===== src/rtl/mealy_multi_pattern_detector.sv =====
// Serial Mealy detector for two PAT_W-bit patterns with saturating per-pattern match counters.
// Optional PATTERN_PROG_EN macro adds runtime-writable pattern registers (pat_wr/pat_sel/pat_data).
module mealy_multi_pattern_detector #(
    parameter int                 PAT_W = 3,
    parameter logic [PAT_W-1:0]   PAT_A = 3'b110,
    parameter logic [PAT_W-1:0]   PAT_B = 3'b001,
    parameter int                 CNT_W = 8
) (
    input  logic             clock,
    input  logic             reset_n,
    input  logic             i_valid,
    input  logic             i,
    input  logic             clear,
    input  logic             overlap,
`ifdef PATTERN_PROG_EN
    input  logic             pat_wr,
    input  logic             pat_sel,
    input  logic [PAT_W-1:0] pat_data,
`endif
    output logic [1:0]       o,
    output logic [CNT_W-1:0] cnt_a,
    output logic [CNT_W-1:0] cnt_b
);

    localparam int FW = $clog2(PAT_W);
    localparam logic [FW-1:0] FILL_MAX = FW'(PAT_W - 1);

    logic [PAT_W-2:0] hist, hist_nxt;
    logic [FW-1:0]    fill, fill_nxt;
    logic [CNT_W-1:0] cnt_a_nxt, cnt_b_nxt;
    logic [PAT_W-1:0] win;
    logic [PAT_W-1:0] pat_a, pat_b;
    logic             armed;

`ifdef PATTERN_PROG_EN
    always_ff @(posedge clock or negedge reset_n) begin
        if (!reset_n) begin
            pat_a <= PAT_A;
            pat_b <= PAT_B;
        end else if (pat_wr) begin
            if (pat_sel) pat_b <= pat_data;
            else         pat_a <= pat_data;
        end
    end
`else
    assign pat_a = PAT_A;
    assign pat_b = PAT_B;
`endif

    always_ff @(posedge clock or negedge reset_n) begin
        if (!reset_n) begin
            hist  <= '0;
            fill  <= '0;
            cnt_a <= '0;
            cnt_b <= '0;
        end else begin
            hist  <= hist_nxt;
            fill  <= fill_nxt;
            cnt_a <= cnt_a_nxt;
            cnt_b <= cnt_b_nxt;
        end
    end

    always_comb begin
        o         = '0;
        hist_nxt  = hist;
        fill_nxt  = fill;
        cnt_a_nxt = cnt_a;
        cnt_b_nxt = cnt_b;
        win       = {hist, i};
        armed     = i_valid && (fill == FILL_MAX) && !clear;

        // A is tested first so identical patterns report and count as A only
        if (armed && (win == pat_a))      o = 2'd2;
        else if (armed && (win == pat_b)) o = 2'd1;

        if (clear) begin
            hist_nxt  = '0;
            fill_nxt  = '0;
            cnt_a_nxt = '0;
            cnt_b_nxt = '0;
        end else if (i_valid) begin
            if ((o != 2'd0) && !overlap) begin
                hist_nxt = '0;
                fill_nxt = '0;
            end else begin
                // low PAT_W-1 bits of the window are the shifted history, also for PAT_W=2
                hist_nxt = win[PAT_W-2:0];
                if (fill != FILL_MAX) fill_nxt = fill + 1'b1;
            end
            if ((o == 2'd2) && (cnt_a != '1)) cnt_a_nxt = cnt_a + 1'b1;
            if ((o == 2'd1) && (cnt_b != '1)) cnt_b_nxt = cnt_b + 1'b1;
        end
    end

endmodule

===== config.mk =====
export PLATFORM = sky130hd
export DESIGN_NAME = mealy_multi_pattern_detector
export DESIGN_NICKNAME = d
export VERILOG_FILES = /design/src/rtl/mealy_multi_pattern_detector.sv
export SDC_FILE = /design/constraint.sdc
export NUM_CORES = 1
export LEC_CHECK = 0
export CELL_PAD_IN_SITES_DETAIL_PLACEMENT = 2
export CELL_PAD_IN_SITES_GLOBAL_PLACEMENT = 2
export CORE_MARGIN = 1.5
export CORE_UTILIZATION = 28
export DETAILED_ROUTE_END_ITERATION = 6
export HOLD_SLACK_MARGIN = 0.02
export PLACE_DENSITY = 0.87
export SLEW_MARGIN = 5
export SYNTH_ARGS = -nofsm -noshare
export SYNTH_HDL_FRONTEND = slang
export SYNTH_SLANG_ARGS = --single-unit

===== constraint.sdc =====
create_clock -name clock -period 1.55 [get_ports clock]
set_clock_uncertainty 0.1 [all_clocks]
set_input_delay 0.31 -clock clock [delete_from_list [all_inputs] [get_ports clock]]
set_output_delay 0.31 -clock clock [all_outputs]
set_load 0.005 [all_outputs]

# Yosys cells after proc, flatten, opt, wreduce, memory -nomap -nowiden
# Index checks and enable logic that the tools add are counted.
[classes]
add_sub_neg = 3
multipliers = 0
div_mod_pow = 0
magnitude_cmp = 0
n_eq_ne = 8
shifts = 0
n_mux = 15
n_bitwise = 0
n_reduce_logical = 17
[ops]
columns = ["op", "n"]
rows = [
  ["8-bit two-way mux", 6],
  ["8-bit by 1-bit adder with 8-bit output, second input constant", 2],
  ["2-bit two-way mux", 8],
  ["8-bit != test, second input constant", 2],
  ["2-bit nonzero test", 4],
  ["1-bit logical AND", 7],
  ["2-bit AND reduction", 3],
  ["2-bit equality test, second input constant", 2],
  ["3-bit by 1-bit equality test with 1-bit output, second input constant", 1],
  ["3-bit equality test, second input constant", 1],
  ["3-bit nonzero test", 1],
  ["2-bit by 1-bit adder with 2-bit output, second input constant", 1],
  ["2-bit by 1-bit equality test with 1-bit output, second input constant", 1],
  ["1-bit zero test", 2],
  ["2-bit != test, second input constant", 1],
  ["1-bit two-way mux", 1],
]
[word_totals]
ff_bits = 20
latch_bits = 0
ramBits = 0
romBits = 0
in_bits = 6
out_inout_bits = 18
elab_cells = 47
mem_count = 0

# Depth between registers and ports, before layout
# Gate-level depths: netlist (run 1).
[logic_depth]
depth_word = 11
ltp_mapped = 6
ltp_nobuf = 6

# Least setup slack after synthesis (run 1)
# Ideal clock, no wire load.
[synth_timing]
kind = "flip-flop to flip-flop"
start = "register fill[0]"
end = "register cnt_a[6]"
setup_time_ns = 0.104
arrival_time_ns = 1.503
required_time_ns = 1.346
path_slack_ns = -0.156
path_stages_with_launch = 7
path_buffers = 0
period_less_slack_ns = 1.706
cell_sequence = "dfrtp_1 inv_1 ha_1 nand3b_4 nor4_2 nand3_1 a221oi_1"
[synth_between]
elab_chain_cells = 10
word_cells_on_any_way = 11
cone_classes = "2 x eq/ne; 2 x mux; 7 x reduce/logical"
[synth_lines]
columns = ["item", "line_no", "rtl"]
rows = [
  ["start, declared", "29", "logic [FW-1:0] fill, fill_nxt;"],
  ["start signal, assigned", "58", "fill <= fill_nxt;"],
  ["2-bit equality test *", "71", "armed = i_valid && (fill == FILL_MAX) && !clear;"],
  ["1-bit logical AND * (2 in a row)", "71", ""],
  ["1-bit logical AND", "75", "else if (armed && (win == pat_b)) o = 2'd1;"],
  ["1-bit two-way mux", "75", ""],
  ["2-bit two-way mux *", "74", "if (armed && (win == pat_a)) o = 2'd2;"],
  ["2-bit equality test *", "91", "if ((o == 2'd2) && (cnt_a != '1)) cnt_a_nxt = cnt_a + 1'b1;"],
  ["1-bit logical AND *", "91", ""],
  ["2-bit nonzero test (no line) *", "n/a", ""],
  ["2-bit AND reduction (no line) *", "n/a", ""],
  ["end signal, assigned", "59", "cnt_a <= cnt_a_nxt;"],
  ["end, declared", "21", "output logic [CNT_W-1:0] cnt_a,"],
]
# Mark *: on every way between the ends. The rest lies on a longest branch, timed or not.
# A chain may end at the register's enable or synchronous reset.

# Worst setup path after layout (run 1)
[layout_timing]
start = "register hist[1]"
end = "register cnt_a[2]"
[layout_between]
elab_chain_cells = 8
word_cells_on_any_way = 10
cone_classes = "3 x eq/ne; 2 x mux; 5 x reduce/logical"
[layout_lines]
columns = ["item", "line_no", "rtl"]
rows = [
  ["start, declared", "28", "logic [PAT_W-2:0] hist, hist_nxt;"],
  ["start signal, assigned", "57", "hist <= hist_nxt;"],
  ["3-bit by 1-bit equality test with 1-bit output", "75", ""],
  ["1-bit logical AND", "75", ""],
  ["1-bit two-way mux", "75", ""],
  ["2-bit two-way mux *", "74", ""],
  ["2-bit equality test *", "91", ""],
  ["1-bit logical AND *", "91", ""],
  ["2-bit nonzero test (no line) *", "n/a", ""],
  ["2-bit AND reduction (no line) *", "n/a", ""],
]
# Marks and branches as above.

==> results.json, run 1 <==
{
  "status": "finished with violations",
  "violations": "setup timing",
  "ctsHoldBuffers": 0,
  "die_w_um": 67.4,
  "io_buffer_count": 23,
  "worst-setup-path-type": "register to register",
  "slowest_delay_ps": 400,
  "ys_seq_area_frac": 0.431,
  "initial_utilization": 0.290,
  "drc": 0,
  "syn_to_final_growth_pct": 72.5,
  "cts_buffers": 3,
  "yosys_register_bits": 20,
  "timing.hold.ws_ps": 342,
  "vias": 1300,
  "synthesis.nets": 127,
  "first_iter_violations": 69,
  "synthSimpleGateAreaFrac": 0.287,
  "place.detailed.hpwl_um": 3180,
  "drtAntennaViolNets": 0,
  "clkTransAtPathRegs_ps": 90,
  "synth_fa_ha_area_frac": 0.0323,
  "slew_headroom": 0.753,
  "drv_slew": 0,
  "clock_latency_ps": 270,
  "max_clock_freq_mhz": 525,
  "worstPathCellList": "buf_4 > buf_6 > nand3b_1 > buf_4 > nor2_4 > buf_6 > and4_1 > nor3_1",
  "synth-compound-area-share": 0.162,
  "fp-row-count": 23,
  "gp_congestion": 0.744,
  "drive_above_1_share": 0.429,
  "grt_pass1_wl_um": 8830,
  "antenna_found_initial": 0,
  "mostFrequentLayoutCells": "buf_4 (38), dfrtp_1 (18), dlygate4sd2_1 (15)",
  "synth.avg_cell_area_um2": 9.84,
  "end_kind": "register",
  "mappedNetlistArea_um2": 1160,
  "core-area_um2": 4000,
  "syn-instance-count": 118,
  "multi_input_area_um2": 726,
  "synth_cell_types": 40,
  "die_y_um": 67.4,
  "maxCapViolCount": 0,
  "ys_async_sr_fraction": 1.00,
  "yosys-mux-area-fraction": 0.0356,
  "worstHoldPathType": "input port to asynchronous set/reset pin",
  "cts_sinks": 20,
  "final_nets": 201,
  "yosysWarningCount": 0,
  "tightestPinTransition_ps": 367,
  "synth_top_family_by_area": "simple AND/OR/NAND/NOR gates",
  "cp_max_fo": 4,
  "dieArea_um2": 4540,
  "grt_usage": 0.275,
  "grt_max_degree": 24,
  "design_area_um2": 2000,
  "seq_area_um2": 503,
  "ir_drop_v": 0.000454,
  "p_per_area_nw_per_um2": 615,
  "cp.required_ps": 1590,
  "routedWlPerCell_um": 24.7,
  "setup_violations": 21,
  "final_common_cell": "buf_4",
  "period_needed_ps": 1900,
  "vias_per_cell": 5.39,
  "synth_xor_area_frac": 0.0226,
  "wirelength_um": 5940,
  "cp.arrival_ps": 1940,
  "first_pass_iters": 4,
  "final-hold-violation-count": 0,
  "ios": 24,
  "cp-start-kind": "register",
  "p_leak_nw": 1.07,
  "synth_edf_count": 0,
  "htree_num_levels": 1,
  "synth_ff_type": "dfrtp_1",
  "n_fill_cell": 398,
  "first_global_vias": 1484,
  "setup_ws_ps": -354,
  "placed_area_um2": 1700,
  "n_antenna_cell": 0,
  "rsz0062_at_grt": "yes",
  "cts_buffer_depth": 2,
  "finalCritPeriodShare": 1.23,
  "worst_path_max_delay_cell": "dfrtp_1",
  "cts_root_buf": "clkbuf_8",
  "cts_tree": "done",
  "post-route-util": 0.501,
  "gr-total-overflow": 0
}
==> path summary, 6_finish.rpt <==
path	startpoint	endpoint	slack (ps)	cells after the start
worst max-delay path	hist[1]	cnt_a[2]	-350	8
worst min-delay path	reset_n	cnt_a[1]	340	2
worst max register to register	hist[1]	cnt_a[2]	-350	8
worst min register to register	cnt_b[7]	cnt_b[7]	490	2
max in group asynchronous	reset_n	cnt_a[7]	770	2
min in group clock	cnt_b[7]	cnt_b[7]	490	2
==> synthesized netlist by cell type (2+ instances only) <==
cell type | number | area share
ha_1 | 3 | 0.032
and4_1 | 3 | 0.023
nand4_1 | 3 | 0.016
mux2i_1 | 3 | 0.026
and3_1 | 4 | 0.022
a21oi_1 | 10 | 0.043
dfrtp_1 | 20 | 0.43
nand2b_1 | 4 | 0.022
nor2b_1 | 2 | 0.011
a211o_1 | 2 | 0.015
nand2_1 | 4 | 0.013
nor3_1 | 5 | 0.022
xor2_1 | 2 | 0.015
inv_1 | 6 | 0.019
a31oi_1 | 2 | 0.011
a311oi_1 | 2 | 0.015
nor2_1 | 13 | 0.042
a31o_2 | 3 | 0.023
nand3_1 | 5 | 0.022
clkbuf_1 | 2 | 0.0065
==> critical path, delay by kind of cell (launching register included) <==
kind,cells,cell delay [ps]
flops,1,400
buf+inv,4,520
simple gates,4,750
==> kinds of logic (layout without fill, tap and decap cells) <==
kind of cell	Yosys count	after routing
multiplexers	4	4
buffers and inverters	9	82
AO/OA/AOI/OAI	27	27
flip-flops	20	20
XOR/XNOR	3	3
adder cells (fa/ha/maj)	3	3
AND/OR/NAND/NOR	52	52
==> power breakdown <==
part / switching (mW) / internal, mW / total [mW]
sequential: 0.00574 / 0.528 / 0.534
clock: 0.201 / 0.345 / 0.546
combinational: 0.0805 / 0.0707 / 0.151
total: 0.287 / 0.944 / 1.23
==> layer usage <==
layer / up-vias / GRT usage / wire length [um]
met4: 0 / 0.0434 / 148
met1: 674 / 0.342 / 2500
li1: 583 / - / -
met3: 12 / 0.0333 / 201
met5: - / 0 / 0
met2: 31 / 0.515 / 3090
==> metrics by stage <==
step	total power, mW	setup TNS (ps)	setup WS (ps)	instances
floorplan	0.602	-225	-124	118
global placement	0.657	-9200	-815	218
detailed placement	0.671	-10690	-880	218
CTS	1.21	-2720	-284	239
global route	1.27	-5160	-370	241
finish	1.23	-4050	-354	241
==> registers in the layout, indices dropped and copies added, names as in the netlist <==
name,flops
cnt_a,8
cnt_b,8
hist,2
fill,2
==> what timing repair did <==
action | CTS | global route
setup buffers | 20 | 3
pin swaps | 18 | 12
endpoints found under the setup margin | 37 | 25
gates resized for setup | 45 | 12
==> layout make-up <==
class / instances / share of cell area
multi-input cells: 89 / 0.362
flip-flops and latches: 20 / 0.251
inverters: 6 / 0.0112
clock buffers: 3 / 0.0206
well taps: 50 / 0.0312
clock inverters: 1 / 0.0150
repair buffers: 72 / 0.309
Note: power is estimated with default switching activity, not from simulation.
==> inputs of run 2 (changes only) <==
Settings changed: CORE_MARGIN 1.5 to not set, REMOVE_ABC_BUFFERS set to 1.
==> results.json, run 2 (same netlist as run 1, synthesis figures left out) <==
{
  "fp-row-count": 23,
  "p_per_area_nw_per_um2": 509,
  "routedWlPerCell_um": 21.8,
  "ctsHoldBuffers": 0,
  "syn_to_final_growth_pct": 76.6,
  "die_w_um": 66.4,
  "cp-start-kind": "register",
  "io_buffer_count": 23,
  "cp_num_cells": 5,
  "gp_congestion": 0.781,
  "place.detailed.hpwl_um": 3320,
  "first_global_vias": 1502,
  "p_leak_nw": 1.07,
  "slew_headroom": 0.753,
  "cp_top_family": "simple AND/OR/NAND/NOR gates",
  "dp_cells": 222,
  "antenna_found_initial": 0,
  "dp_slack_ps": -757,
  "setup_violations": 20,
  "drtAntennaViolNets": 0,
  "n_antenna_cell": 0,
  "dieArea_um2": 4410,
  "period_needed_ps": 1980,
  "wirelength_um": 5400,
  "drv_slew": 0,
  "first_iter_violations": 25,
  "final-hold-violation-count": 0,
  "reg2reg_slack_ps": -430,
  "cts_buffer_depth": 2,
  "worstPathCellList": "or3b_4 > buf_6 > nor3_4 > nand4_1 > mux2_4",
  "cts_root_buf": "clkbuf_8",
  "grt_max_degree": 23,
  "r2r_cells": 5,
  "core-area_um2": 4000,
  "cts_tree": "done",
  "reg_top3": "cnt_a: 8 flops, cnt_b: 8 flops",
  "tightestPinTransition_ps": 369,
  "cp.arrival_ps": 2030,
  "violations": "setup timing",
  "cp_max_fo": 4,
  "vias": 1287,
  "setup_tns_ps": -3830,
  "ir_drop_v": 0.000295,
  "drive_above_1_share": 0.455,
  "worst-path-buf-inv": 1,
  "status": "finished with violations",
  "gr-total-overflow": 0,
  "vias_per_cell": 5.19,
  "cp.required_ps": 1600,
  "end_kind": "register",
  "setup_ws_ps": -425,
  "final_nets": 209,
  "finalCritPeriodShare": 1.27,
  "worstHoldPathType": "input port to asynchronous set/reset pin",
  "worst-setup-path-type": "register to register",
  "final_common_cell": "buf_4",
  "clock_latency_ps": 270,
  "die_y_um": 66.4,
  "design_area_um2": 2050,
  "cts_sinks": 20,
  "max_clock_freq_mhz": 506,
  "first_pass_iters": 4,
  "slowest_delay_ps": 420,
  "rsz0062_at_grt": "yes",
  "initial_utilization": 0.290,
  "ios": 24,
  "maxCapViolCount": 0,
  "grt_pass1_wl_um": 7930,
  "cts_buffers": 3,
  "drc": 0,
  "clkTransAtPathRegs_ps": 80,
  "placed_area_um2": 1700,
  "worst_path_max_delay_cell": "or3b_4",
  "grt_usage": 0.253,
  "mostFrequentLayoutCells": "buf_4 (42), dfrtp_1 (18), dlygate4sd2_1 (16)",
  "htree_num_levels": 1,
  "instances_no_fill": 248
}
-- run 2: path summary, 6_finish.rpt --
path / from / to
max in group asynchronous: reset_n / cnt_a[3]
min: reset_n / cnt_b[4]
min reg2reg: cnt_b[7] / cnt_b[7]
max reg2reg: hist[1] / cnt_b[5]
max: hist[1] / cnt_b[5]
min in group clock: clear / fill[1]
-- run 2: timing repair --
| action | CTS | global route |
|---|---|---|
| pin swaps | 20 | 9 |
| gates resized for setup | 47 | 25 |
| buffers inserted | 16 | 8 |
| endpoints found under the setup margin | 38 | 24 |
-- run 2: per-layer routing --
metal / vias up / global-route usage / wire length [um]
met5: - / 0 / 0
met4: 0 / 0.0851 / 236
met3: 17 / 0.0483 / 160
met2: 30 / 0.495 / 3080
met1: 641 / 0.265 / 1930
li1: 599 / - / -
-- run 2: cell type report --
cell class / instances / area [um^2]
clock buffers: 3 / 41.3
fillers: 424 / 1950
inverters: 6 / 25.0
multi-input cells: 89 / 737
flip-flops and latches: 20 / 503
well taps: 50 / 62.6
repair buffers: 80 / 682
-- run 2: report_power, final --
group / switching (mW) / leakage, nW / total, mW / internal, mW
logic: 0.0806 / 0.773 / 0.151 / 0.0706
registers: 0.00597 / 0.273 / 0.534 / 0.529
clock network: 0.185 / 0.0216 / 0.359 / 0.174
-- run 2: worst register-to-register path: cells and delay by family (launching register included) --
kind          cells  cell delay (ps)
simple gates      3              860
flops             1              390
mux               1              360
buf+inv           1              150
-- run 2: metrics by stage --
stage                     hold WS (ps)   util  total power [mW]
after floorplan                  -85.6      -             0.587
after global placement             397  0.424             0.653
after detailed placement           411  0.424             0.668
after CTS                          311  0.480              1.02
after global routing               325  0.513              1.09
final                              315  0.513              1.04
